**src/rtl/seg_pkg.sv**
```systemverilog
// Shared types and constants for the seven-segment scanner.
package seg_pkg;

    typedef enum logic [1:0] {
        IDLE  = 2'd0,
        BLANK = 2'd1,
        SHOW  = 2'd2
    } scan_state_t;

    localparam logic [6:0] SEG_OFF = 7'h7F;
    localparam logic [3:0] CT_OFF  = 4'hF;

    // Active-low a..g patterns for hex digits 0..F.
    localparam logic [6:0] HEX_SEG [16] = '{
        7'h40, 7'h79, 7'h24, 7'h30, 7'h19, 7'h12, 7'h02, 7'h78,
        7'h00, 7'h10, 7'h08, 7'h03, 7'h46, 7'h21, 7'h06, 7'h0E
    };

    function automatic int unsigned max_u(input int unsigned a, input int unsigned b);
        return (a > b) ? a : b;
    endfunction

endpackage

```
**src/rtl/seg7_hex.sv**
```systemverilog
// Combinational hex to active-low seven-segment decoder.
module seg7_hex
    import seg_pkg::*;
(
    input  logic [3:0] i_hex,
    output logic [6:0] o_seg
);

    assign o_seg = HEX_SEG[i_hex];

endmodule

```
**src/rtl/seg_scan.sv**
```systemverilog
// Four-digit multiplexed seven-segment scanner with registered outputs.
// SEG_SCAN_GHOST_BLANK_EN stretches the dark gap between digits to BLANK_CYCLES.
module seg_scan
    import seg_pkg::*;
#(
    parameter int unsigned SCAN_DIV     = 50000,
    parameter int unsigned BLANK_CYCLES = 500
) (
    input  logic       clk,
    input  logic       reset_n,
    input  logic       en,
    input  logic [3:0] idnum,
    output logic [1:0] digit,
    output logic [6:0] seg,
    output logic [3:0] ct_n,
    output logic       frame_tick
);

`ifdef SEG_SCAN_GHOST_BLANK_EN
    localparam int unsigned CNT_MAX    = max_u(SCAN_DIV, BLANK_CYCLES);
    localparam int unsigned BLANK_LAST = BLANK_CYCLES - 1;
`else
    localparam int unsigned CNT_MAX    = SCAN_DIV;
    localparam int unsigned BLANK_LAST = 0;
`endif
    localparam int unsigned CNT_W = (CNT_MAX > 1) ? $clog2(CNT_MAX) : 1;

    localparam logic [CNT_W-1:0] SHOW_LOAD  = CNT_W'(SCAN_DIV - 1);
    localparam logic [CNT_W-1:0] BLANK_LOAD = CNT_W'(BLANK_LAST);

    if (SCAN_DIV < 2 || BLANK_CYCLES < 1) begin : g_bad_param
        $error("seg_scan: SCAN_DIV must be >= 2 and BLANK_CYCLES >= 1");
    end

    scan_state_t      r_state;
    logic [CNT_W-1:0] r_cnt;
    logic [1:0]       r_digit;
    logic [6:0]       r_seg;
    logic [3:0]       r_ct_n;
    logic             r_tick;
    logic [6:0]       w_seg;

    seg7_hex u_dec (
        .i_hex (idnum),
        .o_seg (w_seg)
    );

    always_ff @(posedge clk or negedge reset_n) begin
        if (!reset_n) begin
            r_state <= IDLE;
            r_cnt   <= '0;
            r_digit <= 2'd0;
            r_seg   <= SEG_OFF;
            r_ct_n  <= CT_OFF;
            r_tick  <= 1'b0;
        end else if (!en) begin
            r_state <= IDLE;
            r_cnt   <= '0;
            r_digit <= 2'd0;
            r_seg   <= SEG_OFF;
            r_ct_n  <= CT_OFF;
            r_tick  <= 1'b0;
        end else begin
            r_tick <= 1'b0;
            unique case (r_state)
                IDLE: begin
                    r_state <= BLANK;
                    r_digit <= 2'd0;
                    r_cnt   <= BLANK_LOAD;
                end
                BLANK: begin
                    // idnum has had the whole blank phase to settle on r_digit
                    if (r_cnt == '0) begin
                        r_seg   <= w_seg;
                        r_ct_n  <= ~(4'b0001 << r_digit);
                        r_cnt   <= SHOW_LOAD;
                        r_state <= SHOW;
                    end else begin
                        r_cnt <= r_cnt - 1'b1;
                    end
                end
                SHOW: begin
                    if (r_cnt == '0) begin
                        r_seg   <= SEG_OFF;
                        r_ct_n  <= CT_OFF;
                        r_digit <= r_digit + 2'd1;
                        r_tick  <= (r_digit == 2'd3);
                        r_cnt   <= BLANK_LOAD;
                        r_state <= BLANK;
                    end else begin
                        r_cnt <= r_cnt - 1'b1;
                    end
                end
                default: r_state <= IDLE;
            endcase
        end
    end

    assign digit      = r_digit;
    assign seg        = r_seg;
    assign ct_n       = r_ct_n;
    assign frame_tick = r_tick;

endmodule

```
**config.mk**
```make
export PLATFORM = sky130hd
export DESIGN_NAME = seg_scan
export DESIGN_NICKNAME = d
export VERILOG_FILES = /design/src/rtl/seg_pkg.sv /design/src/rtl/seg7_hex.sv /design/src/rtl/seg_scan.sv
export SDC_FILE = /design/constraint.sdc
export NUM_CORES = 1
export LEC_CHECK = 0
export CORE_ASPECT_RATIO = 0.6
export CORE_MARGIN = 2
export CORE_UTILIZATION = 40
export DETAILED_ROUTE_END_ITERATION = 8
export GPL_TIMING_DRIVEN = 1
export PLACE_DENSITY = 0.66
export SETUP_SLACK_MARGIN = 0.3
export SLEW_MARGIN = 15
export SYNTH_ARGS = -nofsm -noshare
export SYNTH_HDL_FRONTEND = slang
export SYNTH_SLANG_ARGS = --single-unit
```
**constraint.sdc**
```tcl
create_clock -name clk -period 3.5 [get_ports clk]
set_input_delay 0.7 -clock clk [delete_from_list [all_inputs] [get_ports clk]]
set_output_delay 0.7 -clock clk [all_outputs]
set_load 0.02 [all_outputs]
```
==> results.ini, run 1 <==
[placed_design]
placed_cell_area_mm2 = 0.00246
io_buffers = 20
place_hpwl_mm = 3.93
place_ws_ps = 905
routabilityCongestion = 0.889

[floorplan]
initial_core_util_pct = 40.8
rows = 21
die_h_um = 61.9
coreArea_mm2 = 0.00549
die_x_um = 101
dieArea_mm2 = 0.00623
ios = 21

[cts]
post_cts_buffers = 0
htreeDepth = 2
cts_root_buffer = clkbuf_8
cts_resized = 0
cts_buffers = 5
cts_tree = yes
holdBufCountCts = 0
path_clk_slew_ps = 70
clkLatencyLatePin_ps = 290
cts_buffer_depth = 2
cts.sinks = 32

[flow_run]
max-cap-violations = 0

[critical_path]
cp.buffers_inverters = 1
worst_setup_path_start_kind = flip-flop
slowest_stage = and3_1
endpoint = r_cnt[9]$_DFFE_PN0P_
crit_path_max_fanout = 15
crit-reg2reg-launch = r_state[0]$_DFFE_PN0P_
crit_family = simple AND/OR/NAND/NOR gates
path_depth = 6
cp.arrival_ps = 2800
worst_ep_required_time_ps = 3690
crit_chain = inv_1, ha_1, or2_2, and3_1, o21ai_2, o32ai_1
crit_path_end_kind = flip-flop
cp_slowest_stage_delay_ps = 520
ff2ff_setup_slack_ps = 890
crit_type = flip-flop to flip-flop
reg2reg_depth = 6
r2r_end = r_cnt[9]$_DFFE_PN0P_
startpoint = r_state[0]$_DFFE_PN0P_

[timing]
fin_ws_ps = 892
post-route-min-period_ps = 2610
fin_setup_tns_ps = 0
finalCritPeriodShare_pct = 74.5
maxSlewViolCount = 0
rsz0062_at_grt = no
final.setup_skew_ps = 8.97
hold_violations = 0
setup_viol = 0
timing.fmax_mhz = 383
worst_pin_slew_ps = 722
slew_headroom_pct = 51.3

[yosys]
ys_types = 57
synth_warnings = 0
async_flop_share_pct = 100
postSynthAreaPerCell_um2 = 9.25
synthCells = 242
synth_edf_count = 0
synth-seq-area-share_pct = 36.4
synth_nets = 264
dominantRegCellSynth = dfrtp_1
synth_area_mm2 = 0.00224
yosysMostFrequentCell = a21oi_1
yosys.area.top_type = dfrtp_1
synth_common_cells = 25 x a21oi_1, 21 x dfrtp_1, 15 x ha_1, 15 x inv_1, 15 x o21ai_0
ys_top_cells_by_area = dfrtp_1 23%, dfstp_2 13%, ha_1 8.4%, a21oi_1 5.6%, o21ai_0 3.4%
synth_top_cell_area_share_pct = 23.5
synth-seq-cells = 32

[layout]
layout-drive-gt1-share_pct = 13.6
area_growth_syn_to_layout_pct = 14.3
final_area_mm2 = 0.00256
final_nets = 279
nFillCells = 507
n_antenna_cell = 0

[routing]
drt_iter0_markers = 192
wl_mm = 5.45
ant_nets = 0
post_drt_wl_per_cell_um = 16.7
first_pass_iters = 5
viasPerCell = 5.96
remaining_drc_errors = 0
vias = 1950

[min_path]
hp-class = flip-flop to flip-flop

[global_routing]
grt_pass1_vias = 1759
antenna_found_initial = 0
grt_pass1_wl_mm = 9.40
grt-ovfl-total = 0
grtUsageTotal_pct = 20.4
grt_max_degree = 33

[power]
power_uw = 2650
ir_drop_uv = 537
p_per_area_mw_per_mm2 = 1040
p_leak_uw = 0.00104

[status]
outcome = complete, no violations

-- cells in the final DEF (no fill, tap or decap), types with 2 or more instances in the layout --
cell / Yosys / layout
a21oi_1: 25 / 25
a221oi_1: 3 / 3
a31oi_1: 4 / 4
a41oi_1: 3 / 3
and3_1: 4 / 4
and4_1: 2 / 2
buf_4: 2 / 3
clkbuf_8: 0 / 6
clkdlybuf4s50_1: 0 / 20
clkinv_2: 0 / 2
dfrtp_1: 21 / 21
dfstp_2: 11 / 11
ha_1: 15 / 15
inv_1: 15 / 15
mux2i_1: 6 / 6
nand2_1: 10 / 10
nand2b_1: 8 / 8
nand3_1: 9 / 9
nand4_1: 2 / 2
nor2_1: 12 / 12
nor2b_1: 2 / 2
nor3_1: 3 / 3
nor4_1: 3 / 3
nor4_2: 2 / 2
nor4b_1: 4 / 4
o2111ai_1: 2 / 2
o211ai_1: 6 / 6
o21ai_0: 15 / 15
o21ai_1: 3 / 3
o22ai_1: 3 / 3
o2bb2ai_1: 2 / 2
o41ai_1: 2 / 2
or3_1: 5 / 5
or4_1: 3 / 3
-- cells by family after synthesis --
group | count (synthesis) | share of synthesized area [%]
compound gates | 77 | 21.7
fa+ha+maj | 15 | 8.38
buf+inv | 30 | 6.20
flops | 32 | 36.4
mux | 7 | 3.69
simple gates | 81 | 23.6
-- stage by stage --
stage                     hold slack, ps  util (%)  cells
after floorplan                      404         -    242
after global placement               472      44.9    319
after detailed placement             481      44.9    319
after CTS                            491      46.6    327
after global routing                 511      46.6    327
final                                490      46.6    327
-- per-layer routing --
layer  track usage (%)  routed length [um]  vias up  part of all wire (%)
met3              6.04                 374        7                   6.9
li1                  -                   -      941                     -
met4              7.05                  71        0                   1.3
met1              32.1                2990      935                    55
met2              25.5                2020       67                    37
met5                 0                   0        -                     0
-- power breakdown --
group / leakage (uW) / switching, uW / total [uW] / internal [uW]
clock network: 0.0000510 / 138 / 295 / 157
logic: 0.000584 / 1160 / 1740 / 578
registers: 0.000403 / 129 / 619 / 490
-- worst min path at each step --
stage | from | endpoint | slack, ps | cells after the start
CTS | seg[0]$_DFFE_PN1P_ | seg[0]$_DFFE_PN1P_ | 490 | 2
floorplan | reset_n | digit[0]$_DFFE_PN0P_ | 400 | 0
finish | seg[0]$_DFFE_PN1P_ | seg[0]$_DFFE_PN1P_ | 490 | 2
detailed placement | seg[0]$_DFFE_PN1P_ | seg[0]$_DFFE_PN1P_ | 480 | 2
global route | seg[0]$_DFFE_PN1P_ | seg[0]$_DFFE_PN1P_ | 510 | 2
global placement | seg[0]$_DFFE_PN1P_ | seg[0]$_DFFE_PN1P_ | 470 | 2
-- flip-flops by register name (all words and copies together) (netlist names) --
register and cells:
digit 2, ct_n 4, seg 7, r_cnt 16
frame_tick 1, r_state 2
-- worst reg2reg max path, cell delays in order (launching register included) --
cell and delay, ps:
dfrtp_1 420, inv_1 190, ha_1 480, or2_2 380, and3_1 530, o21ai_2 210, o32ai_1 310
-- area by class of cell --
cell class / count / area [um^2] / area share, %
multi-input combinational: 180 / 1280 / 50.2
inverter: 15 / 56.3 / 2.20
timing repair buffer: 23 / 223 / 8.71
clock inverter: 2 / 10.0 / 0.391
clock buffer: 6 / 82.6 / 3.23
tap: 69 / 86.3 / 3.38
sequential: 32 / 815 / 31.8
No activity file was read; power rests on OpenSTA's default activity.
==> run 2, diff against run 1 <==
clock period = 2.5 ns   (was 3.5 ns; I/O delays follow)
==> run 2 against run 1 <==
Maximum frequency rose by 25%. Clock-buffer cell count rose by 1. Register-to-register slack got worse by 490 ps. Sequential cell count did not move. Worst setup slack got worse by 490 ps. Non-clock buffer count rose by 14. Die area did not move. First-iteration DRC count fell by 16%. Sequential share of layout area fell by 1.8 points. Worst hold slack got worse by 20 ps. Via count rose by 4.8%.
==> results.ini, run 2 (synthesis results as in run 1) <==
[critical_path]
path_depth = 7
worst_setup_path_start_kind = flip-flop
crit_family = simple AND/OR/NAND/NOR gates
slowest_stage = dfrtp_1
crit_path_end_kind = flip-flop
cp_slowest_stage_delay_ps = 420
crit_type = flip-flop to flip-flop
reg2reg_depth = 7
cp.arrival_ps = 2250
cp.buffers_inverters = 2
worst_ep_required_time_ps = 2660
crit_chain = inv_1, ha_1, buf_4, nand2b_1, or3_1, and3_1, a221oi_1
crit_path_max_fanout = 12

[floorplan]
die_h_um = 61.9
dieArea_mm2 = 0.00623
rows = 21
initial_core_util_pct = 40.8
die_x_um = 101
coreArea_mm2 = 0.00549
ios = 21

[timing]
maxSlewViolCount = 0
post-route-min-period_ps = 2090
holdWs_ps = 470
rsz0062_at_grt = yes
hold_violations = 0
timing.fmax_mhz = 478
finalCritPeriodShare_pct = 83.8
final.setup_skew_ps = 9.71
setup_viol = 0
fin_setup_tns_ps = 0
worst_pin_slew_ps = 557
slew_headroom_pct = 62.5

[flow_run]
max-cap-violations = 0

[global_routing]
antenna_found_initial = 0
grt-ovfl-total = 0
grtUsageTotal_pct = 19.7
grt_pass1_vias = 1756
grt_max_degree = 33
grt_pass1_wl_mm = 9.28

[cts]
path_clk_slew_ps = 70
cts_buffer_depth = 2
clkLatencyLatePin_ps = 290
cts_tree = yes
cts_root_buffer = clkbuf_8
htreeDepth = 2
cts_buffers = 5
cts.sinks = 32

[routing]
wl_mm = 5.68
viasPerCell = 5.99
vias = 2044
post_drt_wl_per_cell_um = 16.7
drt_iter0_markers = 162
first_pass_iters = 5
remaining_drc_errors = 0
ant_nets = 0

[placed_design]
routabilityCongestion = 0.956
io_buffers = 20
place_hpwl_mm = 4.16
placed_cell_area_mm2 = 0.00256

[min_path]
hp-class = flip-flop to flip-flop
min_path_cells = 2

[layout]
n_antenna_cell = 0
final_area_mm2 = 0.00271
largest-register = r_cnt
largest_reg_flops = 16
multiInputGateArea_mm2 = 0.00130
seqCellArea_um2 = 815
nFillCells = 516
utilization_pct = 49.4
layout_common_cells = 25 x a21oi_1, 21 x dfrtp_1, 20 x clkdlybuf4s50_1
layout-drive-gt1-share_pct = 18.0
final_nets = 293
final_common_cell = a21oi_1
area_growth_syn_to_layout_pct = 21.2

[status]
outcome = complete, no violations

==> run 2: worst min-delay path, delay by kind of cell, from the launching register on <==
kind | cells | cell delay (ps)
buffers and inverters | 1 | 50
DFF | 1 | 370
AOI/OAI and AO/OA | 1 | 50
==> run 2: metrics by stage <==
stage                     worst slack [ps]  cells
after floorplan                        519    242
after global placement                 307    332
after detailed placement               265    332
after CTS                              316    340
after global routing                   267    341
final                                  406    341
==> run 2: area by class of cell <==
type | instances | share of cell area (%)
multi-input combinational | 180 | 48.0
sequential | 32 | 30.0
timing repair buffer | 37 | 12.1
clock buffer | 7 | 3.55
tap | 69 | 3.18
inverter | 15 | 2.08
clock inverter | 1 | 1.11
==> run 2: worst paths after layout <==
path,endpoint,slack (ps),startpoint
setup reg to reg,r_cnt[15]$_DFFE_PN0P_,410,r_state[0]$_DFFE_PN0P_
setup / recovery,r_cnt[15]$_DFFE_PN0P_,410,r_state[0]$_DFFE_PN0P_
max in group asynchronous,ct_n[1]$_DFFE_PN1P_,1560,reset_n
hold / removal,seg[0]$_DFFE_PN1P_,470,seg[0]$_DFFE_PN1P_
hold reg to reg,seg[0]$_DFFE_PN1P_,470,seg[0]$_DFFE_PN1P_
min in group asynchronous,r_cnt[9]$_DFFE_PN0P_,600,reset_n
==> run 2: layer usage <==
layer	global-route usage, %	share of wire, %	vias up
met1	32.3	53	982
met2	25.7	38	83
li1	-	-	974
met5	0	0	-
met4	4.70	0.83	0
met3	4.03	7.6	5
==> run 2: repair_timing <==
| item | 4_1_cts | 5_1_grt |
|---|---|---|
| hold buffers | 0 | 0 |
| endpoints found under the hold margin | 0 | 0 |
| gates resized for setup | 1 | 2 |
| setup buffers | 0 | 1 |
| cloned | 0 | 0 |
| setup endpoints to repair | 1 | 19 |
Power of run 2 is not shown: default switching activity piles up to over one toggle a cycle in this logic, so the estimate is an artifact.
==> run 3, diff against run 2 <==
PLACE_DENSITY = 0.68   (was 0.66)
clock period = 1.75 ns   (was 2.5 ns; I/O delays follow)
==> run 3 against run 2 <==
The run now ends with setup timing left. Clock-buffer cell count is the same. Critical path type unchanged. Critical path depth up 1. Worst hold slack lost 37 ps. Highest routed layer unchanged. Worst setup slack got worse by 540 ps.
==> results.ini, run 3 (synthesis results as in run 1) <==
[routing]
viasPerCell = 5.82
wl_mm = 7.75
post_drt_wl_per_cell_um = 18.7
remaining_drc_errors = 0
vias = 2410
drt_iter0_markers = 175
first_pass_iters = 5
ant_nets = 0

[min_path]
hp-class = primary input to async pin

[timing]
setup_viol = 28
holdWs_ps = 433
post-route-min-period_ps = 1890
fin_ws_ps = -138
hold_violations = 0
timing.fmax_mhz = 530
worst_pin_slew_ps = 353
maxSlewViolCount = 0
final.setup_skew_ps = 10.4
rsz0062_at_grt = yes
finalCritPeriodShare_pct = 108
slew_headroom_pct = 76.5
fin_setup_tns_ps = -1890

[layout]
layout_common_cells = 64 x buf_4, 22 x buf_6, 20 x dfrtp_1
final_common_cell = buf_4
final_nets = 366
largest_reg_flops = 16
area_growth_syn_to_layout_pct = 67.0
n_antenna_cell = 0
largest-register = r_cnt
layout-drive-gt1-share_pct = 58.3

[cts]
cts.sinks = 32
cts_buffers = 5
path_clk_slew_ps = 70
cts_tree = yes
cts_root_buffer = clkbuf_8
holdBufCountCts = 0
clkLatencyLatePin_ps = 290
htreeDepth = 2
cts_buffer_depth = 2

[placed_design]
place_ws_ps = -204
place_hpwl_mm = 4.92
io_buffers = 20
routabilityCongestion = 0.918

[floorplan]
die_x_um = 101
rows = 21
coreArea_mm2 = 0.00549
initial_core_util_pct = 40.8
dieArea_mm2 = 0.00623
die_h_um = 61.9
ios = 21

[global_routing]
grt_pass1_vias = 2312
grt-ovfl-total = 0
antenna_found_initial = 0
grtUsageTotal_pct = 25.1
grt_max_degree = 33
grt_pass1_wl_mm = 11.8

[critical_path]
crit_path_max_fanout = 4
crit_type = flip-flop to flip-flop
cp.arrival_ps = 2110
worst_ep_required_time_ps = 1970
crit_path_end_kind = flip-flop
worst_setup_path_start_kind = flip-flop

[flow_run]
max-cap-violations = 0

[status]
violations = setup timing
outcome = complete, but fails checks

## run 3: path summary, 6_finish.rpt
path                                      startpoint                     to  slack, ps  depth (start not counted)
worst max register to register  r_cnt[1]$_DFFE_PN0P_  r_cnt[12]$_DFFE_PN0P_       -140                          8
worst min register to register    seg[0]$_DFFE_PN1P_     seg[0]$_DFFE_PN1P_        480                          2
min in group clk                  seg[0]$_DFFE_PN1P_     seg[0]$_DFFE_PN1P_        480                          2
worst min-delay path                         reset_n   r_cnt[8]$_DFFE_PN0P_        430                          2
worst max-delay path            r_cnt[1]$_DFFE_PN0P_  r_cnt[12]$_DFFE_PN0P_       -140                          8
max in group asynchronous                    reset_n     seg[6]$_DFFE_PN1P_       1070                          2
## run 3: critical path, cell delays in order, from the launching register on
cell     delay [ps]
dfrtp_1         400
inv_2            80
ha_4            130
nor4b_4         180
buf_4           180
buf_6           110
nand4_1         180
or4_1           480
o21ai_2          80
## run 3: layout make-up
cell class | instances | area, um^2
tap | 69 | 86.3
fill | 395 | 1750
clock inverter | 1 | 5.00
clock buffer | 7 | 76.3
timing repair buffer | 110 | 973
inverter | 15 | 56.3
sequential | 32 | 816
multi-input combinational | 180 | 1720
## run 3: metal layers
layer | vias to the layer above | track usage, % | wire length, um
li1 | 1117 | - | -
met1 | 1180 | 35.4 | 3460
met2 | 107 | 38.9 | 3560
met3 | 6 | 6.94 | 679
met4 | 0 | 5.87 | 52
met5 | - | 0 | 0
## run 3: timing repair
action,CTS,global route
gates cloned,0,0
pin swaps,21,13
setup buffers,17,7
gates resized for setup,96,39
endpoints found under the setup margin,46,41
## run 3: stage by stage
stage | utilization (%) | area (um^2) | std cells
after CTS | 65.4 | 3590 | 407
after detailed placement | 56.5 | 3100 | 382
after global placement | 56.5 | 3100 | 382
after global routing | 68.1 | 3740 | 414
final | 68.1 | 3740 | 414
after floorplan | - | 2400 | 242
Power of run 3 is left out for the same reason.
